<file path="src/rtl/risc_toy_pkg.sv">
// Shared RISC_TOY definitions: opcodes plus the memory
// arbiter's state, owner and counter widths.
package risc_toy_pkg;

  localparam int MEM_LAT_W = 3;
  localparam int DSTREAK_W = 4;

  typedef enum logic [1:0] {
    ST_IDLE  = 2'd0,
    ST_ISSUE = 2'd1,
    ST_WAIT  = 2'd2
  } arb_state_e;

  typedef enum logic [1:0] {
    OWN_NONE = 2'd0,
    OWN_I    = 2'd1,
    OWN_D    = 2'd2
  } arb_owner_e;

  localparam logic [4:0] OP_ADDI = 5'd0;
  localparam logic [4:0] OP_ANDI = 5'd1;
  localparam logic [4:0] OP_ORI  = 5'd2;
  localparam logic [4:0] OP_MOVI = 5'd3;
  localparam logic [4:0] OP_ADD  = 5'd4;
  localparam logic [4:0] OP_SUB  = 5'd5;
  localparam logic [4:0] OP_NEG  = 5'd6;
  localparam logic [4:0] OP_NOT  = 5'd7;
  localparam logic [4:0] OP_AND  = 5'd8;
  localparam logic [4:0] OP_OR   = 5'd9;
  localparam logic [4:0] OP_XOR  = 5'd10;
  localparam logic [4:0] OP_LSR  = 5'd11;
  localparam logic [4:0] OP_ASR  = 5'd12;
  localparam logic [4:0] OP_SHL  = 5'd13;
  localparam logic [4:0] OP_ROR  = 5'd14;
  localparam logic [4:0] OP_BR   = 5'd15;
  localparam logic [4:0] OP_BRL  = 5'd16;
  localparam logic [4:0] OP_J    = 5'd17;
  localparam logic [4:0] OP_JL   = 5'd18;
  localparam logic [4:0] OP_LD   = 5'd19;
  localparam logic [4:0] OP_LDR  = 5'd20;
  localparam logic [4:0] OP_ST   = 5'd21;
  localparam logic [4:0] OP_STR  = 5'd22;

endpackage

</file>
<file path="src/rtl/risc_arb_grant.sv">
// Grant decision for the shared memory port, with the
// data-streak counter that bounds fetch starvation.
module risc_arb_grant
  import risc_toy_pkg::*;
#(
  parameter int unsigned MAX_DSTREAK = 4
) (
  input  logic i_clk,
  input  logic i_rst_n,
  input  logic i_idle,
  input  logic i_ireq,
  input  logic i_iflush,
  input  logic i_dreq,
  output logic o_gnt_i,
  output logic o_gnt_d
);

  localparam logic [DSTREAK_W-1:0] LP_MAX =
    DSTREAK_W'(MAX_DSTREAK);

  logic [DSTREAK_W-1:0] r_dstreak;
  logic                 w_d_ok;

  always_comb begin
    w_d_ok  = !i_ireq || (r_dstreak < LP_MAX);
    o_gnt_d = i_idle && i_dreq && w_d_ok;
    o_gnt_i = i_idle && !o_gnt_d &&
              i_ireq && !i_iflush;
  end

  // streak only counts data grants that made a fetch wait
  always_ff @(posedge i_clk or negedge i_rst_n) begin
    if (!i_rst_n) begin
      r_dstreak <= '0;
    end else begin
      unique case (1'b1)
        o_gnt_i: r_dstreak <= '0;
        o_gnt_d: begin
          if (!i_ireq)
            r_dstreak <= '0;
          else if (r_dstreak < LP_MAX)
            r_dstreak <= r_dstreak + DSTREAK_W'(1);
        end
        default: ;
      endcase
    end
  end

endmodule

</file>
<file path="src/rtl/risc_mem_arbiter.sv">
// Arbitrates fetch and data ports of the RISC_TOY core onto
// one single-port synchronous SRAM with fixed latency.
module risc_mem_arbiter
  import risc_toy_pkg::*;
#(
  parameter int unsigned AW          = 10,
  parameter int unsigned MEM_LAT     = 1,
  parameter int unsigned MAX_DSTREAK = 4
) (
  input  logic          CLK,
  input  logic          RSTN,
  input  logic          IREQ,
  input  logic [29:0]   IADDR,
  input  logic          IFLUSH,
  output logic [31:0]   INSTR,
  output logic          IACK,
  input  logic          DREQ,
  input  logic          DRW,
  input  logic [29:0]   DADDR,
  input  logic [31:0]   DWDATA,
  output logic [31:0]   DRDATA,
  output logic          DACK,
  output logic          MREQ,
  output logic          MRW,
  output logic [AW-1:0] MADDR,
  output logic [31:0]   MWDATA,
  input  logic [31:0]   MRDATA
);

  localparam logic [MEM_LAT_W-1:0] LP_LAT =
    MEM_LAT_W'(MEM_LAT);

  arb_state_e           r_state;
  arb_state_e           w_state_nxt;
  arb_owner_e           r_owner;
  logic                 r_squash;
  logic [MEM_LAT_W-1:0] r_lat_cnt;
  logic [AW-1:0]        r_addr;
  logic                 r_rw;
  logic [31:0]          r_wdata;

  logic w_idle;
  logic w_last;
  logic w_gnt_i;
  logic w_gnt_d;
  logic w_unused;

  assign w_unused = ^{IADDR[29:AW], DADDR[29:AW]};
  assign w_idle   = (r_state == ST_IDLE);
  assign w_last   = (r_lat_cnt == MEM_LAT_W'(1));

  risc_arb_grant #(
    .MAX_DSTREAK (MAX_DSTREAK)
  ) u_grant (
    .i_clk    (CLK),
    .i_rst_n  (RSTN),
    .i_idle   (w_idle),
    .i_ireq   (IREQ),
    .i_iflush (IFLUSH),
    .i_dreq   (DREQ),
    .o_gnt_i  (w_gnt_i),
    .o_gnt_d  (w_gnt_d)
  );

  always_ff @(posedge CLK or negedge RSTN) begin
    if (!RSTN)
      r_state <= ST_IDLE;
    else
      r_state <= w_state_nxt;
  end

  always_comb begin
    w_state_nxt = r_state;
    MREQ        = 1'b0;
    MRW         = 1'b0;
    MADDR       = '0;
    MWDATA      = '0;
    IACK        = 1'b0;
    DACK        = 1'b0;
    unique case (r_state)
      ST_IDLE: begin
        if (w_gnt_i || w_gnt_d)
          w_state_nxt = ST_ISSUE;
      end
      ST_ISSUE: begin
        MREQ        = 1'b1;
        MRW         = r_rw;
        MADDR       = r_addr;
        MWDATA      = r_wdata;
        w_state_nxt = ST_WAIT;
      end
      ST_WAIT: begin
        if (w_last) begin
          w_state_nxt = ST_IDLE;
          // a flush arriving with the data still kills it
          IACK = (r_owner == OWN_I) &&
                 !r_squash && !IFLUSH;
          DACK = (r_owner == OWN_D);
        end
      end
      default: w_state_nxt = ST_IDLE;
    endcase
    INSTR  = IACK ? MRDATA : '0;
    DRDATA = DACK ? MRDATA : '0;
  end

  always_ff @(posedge CLK or negedge RSTN) begin
    if (!RSTN) begin
      r_owner   <= OWN_NONE;
      r_squash  <= 1'b0;
      r_lat_cnt <= '0;
      r_addr    <= '0;
      r_rw      <= 1'b0;
      r_wdata   <= '0;
    end else begin
      unique case (r_state)
        ST_IDLE: begin
          r_squash <= 1'b0;
          if (w_gnt_d) begin
            r_owner <= OWN_D;
            r_addr  <= DADDR[AW-1:0];
            r_rw    <= DRW;
            r_wdata <= DWDATA;
          end else if (w_gnt_i) begin
            r_owner <= OWN_I;
            r_addr  <= IADDR[AW-1:0];
            r_rw    <= 1'b0;
            r_wdata <= '0;
          end
        end
        ST_ISSUE: begin
          r_lat_cnt <= LP_LAT;
          if (r_owner == OWN_I && IFLUSH)
            r_squash <= 1'b1;
        end
        ST_WAIT: begin
          r_lat_cnt <= r_lat_cnt - MEM_LAT_W'(1);
          if (r_owner == OWN_I && IFLUSH)
            r_squash <= 1'b1;
          if (w_last) begin
            r_owner  <= OWN_NONE;
            r_squash <= 1'b0;
          end
        end
        default: ;
      endcase
    end
  end

endmodule

</file>
<file path="config.mk">
export PLATFORM = sky130hd
export DESIGN_NAME = risc_mem_arbiter
export DESIGN_NICKNAME = d
export VERILOG_FILES = /design/src/rtl/risc_toy_pkg.sv /design/src/rtl/risc_arb_grant.sv /design/src/rtl/risc_mem_arbiter.sv
export SDC_FILE = /design/constraint.sdc
export NUM_CORES = 1
export LEC_CHECK = 0
export ABC_AREA = 0
export BUFFER_PORTS_ARGS = -buffer_cell sky130_fd_sc_hd__buf_2
export CORE_MARGIN = 5
export CORE_UTILIZATION = 40
export CTS_CLUSTER_DIAMETER = 100
export DETAILED_ROUTE_END_ITERATION = 10
export GPL_TIMING_DRIVEN = 0
export PLACE_DENSITY = 0.85
export SYNTH_ARGS = -nofsm -noshare
export SYNTH_HDL_FRONTEND = slang
export SYNTH_HIERARCHICAL = 1
export SYNTH_SLANG_ARGS = --single-unit
</file>
<file path="constraint.sdc">
create_clock -name CLK -period 2.4 [get_ports CLK]
set_input_delay 0.24 -clock CLK [delete_from_list [all_inputs] [get_ports CLK]]
set_output_delay 0.24 -clock CLK [all_outputs]
set_load 0.02 [all_outputs]
</file>
==> metrics.md <==
| Metric | Value |
|---|---|
| XOR/XNOR Fraction of Synth Area | 0.00284 |
| Drt first pass iters | 4 |
| Final global-route overflow total | 0 |
| Share of layout cells above drive strength 1 | 0.463 |
| Final Total Pwr | approximately 0.0042 W |
| Post-layout min period | ~2300 ps |
| Vias per inst | approximately 5 |
| Ratio of final minimum period to clock period | 0.961 |
| Clock transition at path regs | around 100 ps |
| WL final | approximately 9500 um |
| Slowest stage cell, crit path | dfrtp_1 |
| Post-Synth Adder-Cell Area | 0.0284 |
| DRT iter0 DRCs | approximately 110 |
| # IOs | 240 |
| Mapped Nets | around 440 |
| Outcome | finished clean |
| Area of the core | roughly 0.0076 sq mm |
| Die W | ~100 um |
| Worst setup EP type | output pin |
| Htree depth | 2 |
| Worst path max stage delay | between 400 and 500 ps |
| Largest net degree at the start of global routing | 56 |
| Setup TNS | 0 ps |
| Layout Area Growth over Synthesis | 41.1% |
| Slew @ Worst Pin | between 1000 and 1500 ps |
| Critical path class | reg -> out |
| Ordered cell list for the critical path | inv_1, ha_2, nand3b_4, nor4b_4, buf_4, clkbuf_4, and2_1, buf_2 |
| Synth Instances | around 310 |
| Pwr per Cell Area | 974 mW/mm^2 |
| Synth unique cells | 34 |
| Die ar. | 0.00957 sq mm |
| VDD IR max | roughly 0.6 mV |
| DP Area | about 0.0042 sq mm |
| Yosys reg bits | 55 |
| Total Routing Usage GR | 0.197 |
| Simple-gate share of the synthesized area | 0.268 |
| CTS Buf Count | 5 |
| Port Buf Inserts | ~200 |
| Post-synthesis cell area | just over 0.003 sq mm |
| Post-synthesis area per instance | 10.1 sq um |
| Die H | between 90 and 100 um |
| RePlAce Congestion | roughly 0.93 |
| Final max-slew violation count | 0 |
| Compound-Gate Fraction of Synth Area | 0.160 |
| Clock root cell | clkbuf_8 |
| Clock buffer depth | 2 |
| Final design area excluding fillers | 0.00435 sq mm |
| FP Rows | 32 |
| Worst slew margin | 0.204 |
| Dpl hpwl | slightly below 8000 um |
| First-pass GRT wire length | between 15000 and 20000 um |
| Main combinational cell family by area after synthesis | simple AND/OR/NAND/NOR gates |
| Mux cell area share after synthesis | 0.0466 |
| Worst Path Required | approximately 2200 ps |
| Worst Hold Class | in -> reg |
| Commonest non-fill, non-tap cell in the layout | buf_2 |
| Register area share after synthesis | 0.446 |
| Crit path max fanout | 10 |
| Warnings from Yosys | 6 |
| Critical Path Start Type | flop |
| RSZ-0062 raised after global routing | true |
| Async S/R FF share, synth | 1.00 |
| Detailed-route via count | slightly above 3000 |
| Nets@finish | 649 |
| Vias in the first global route | about 3200 |
| Leak pwr | 2.51 nW |
| EDFF count, synth | 0 |
| MaxCap Viol Count | 0 |
| DRC viols | 0 |
| TritonCTS clock tree | built |
| Clk_lat worst skew | 310 ps |
| DRT antenna net count | 0 |
| Starting density of the core | 0.406 |
| Commonest cells after routing, fill and taps aside | buf_2, and2_1, dfrtp_1 |
| Final Hold Violating Endpoints | 0 |
| F_max | between 0.4 and 0.5 GHz |
| Routed len/inst | roughly 15 um |
| Most used DFF post-synth | dfrtp_1 |
| Final setup violating endpoints | 0 |
| Setup Skew | between 9 and 10 ps |
| CTS Sinks | 55 |
| Antenna violations before repair | 2 |
| WP data arrival | roughly 2100 ps |
==> cell families (layout without fill, tap and decap cells) <==
kind of cell	count (synthesis)	in the layout
compound gates	64	64
other cells	0	2
simple gates	132	132
flops	55	55
mux	14	14
buf+inv	32	239
xor+xnor	1	1
fa+ha+maj	7	7
==> stage by stage <==
stage	hold slack (ps)	worst slack (ps)	util	instances
CTS	135	7.82	0.567	613
floorplan	-55.6	477	-	305
detailed placement	461	104	0.553	606
finish	138	93.1	0.572	616
global placement	455	192	0.553	606
global route	134	-52.1	0.572	616
==> power breakdown <==
part | total [W] | switching (W) | internal (W)
sequential | 0.00153 | 0.000224 | 0.00131
clock | 0.000601 | 0.000296 | 0.000305
combinational | 0.00211 | 0.00121 | 0.000896
==> worst max-delay path: cells and delay by family, from the launching register on <==
family | cells | cell delay [ps]
adders and majority gates | 1 | 220
buffers and inverters | 4 | 620
DFF | 1 | 410
and+or+nand+nor | 3 | 500
==> worst paths after layout <==
check | start | end | slack [ps] | cells after the start
worst min-delay path | DWDATA[20] | r_wdata[20]$_DFFE_PN0P_ | 140 | 2
worst max register to register | r_state[0]$_DFFE_PN0P_ | r_wdata[30]$_DFFE_PN0P_ | 200 | 9
max in group asynchronous | RSTN | r_addr[0]$_DFFE_PN0P_ | 1500 | 1
worst max-delay path | r_state[0]$_DFFE_PN0P_ | INSTR[4] | 90 | 8
worst min register to register | r_addr[4]$_DFFE_PN0P_ | r_addr[4]$_DFFE_PN0P_ | 480 | 2
min in group asynchronous | RSTN | r_wdata[21]$_DFFE_PN0P_ | 170 | 1
==> routing by layer <==
| layer | track usage | part of all wire | vias up |
|---|---|---|---|
| met1 | 0.226 | 0.38 | 1414 |
| met2 | 0.353 | 0.50 | 154 |
| li1 | - | - | 1449 |
| met4 | 0.0596 | 0.018 | 0 |
| met5 | 0 | 0 | - |
| met3 | 0.0593 | 0.11 | 12 |
==> area by class of cell <==
class / instances / area, sq um
fill: 667 / 3250
timing repair buffer: 200 / 1010
sequential: 55 / 1380
multi-input combinational: 218 / 1570
antenna: 2 / 5.00
buffer: 23 / 123
clock inverter: 2 / 37.5
tap: 102 / 128
inverter: 9 / 33.8
clock buffer: 5 / 68.8
==> cell usage after synthesis (all sizes together), types with 2 or more instances <==
cell type	n	area share
a211oi	2	0.0049
a21oi	5	0.0081
a22o	35	0.099
a32o	2	0.0065
and2	108	0.22
buf	17	0.030
clkbuf	6	0.0073
dfrtp	55	0.45
ha	7	0.028
inv	9	0.011
mux2	3	0.011
mux2i	11	0.036
nand2	12	0.015
nor2	4	0.0049
nor2b	2	0.0041
o21ai	12	0.022
o22ai	2	0.0041
==> what timing repair did <==
action,in CTS,in global routing
hold buffers,0,0
resized for setup,0,11
setup endpoints to repair,0,97
setup buffers,0,1
==> sequential cells by signal (all words and copies together), names as in the netlist <==
signal,count
r_owner,2
r_lat_cnt,3
r_addr,10
r_squash,1
r_wdata,32
r_state,2
r_rw,1
u_grant/r_dstreak,4
Note: power is estimated with default switching activity, not from simulation.
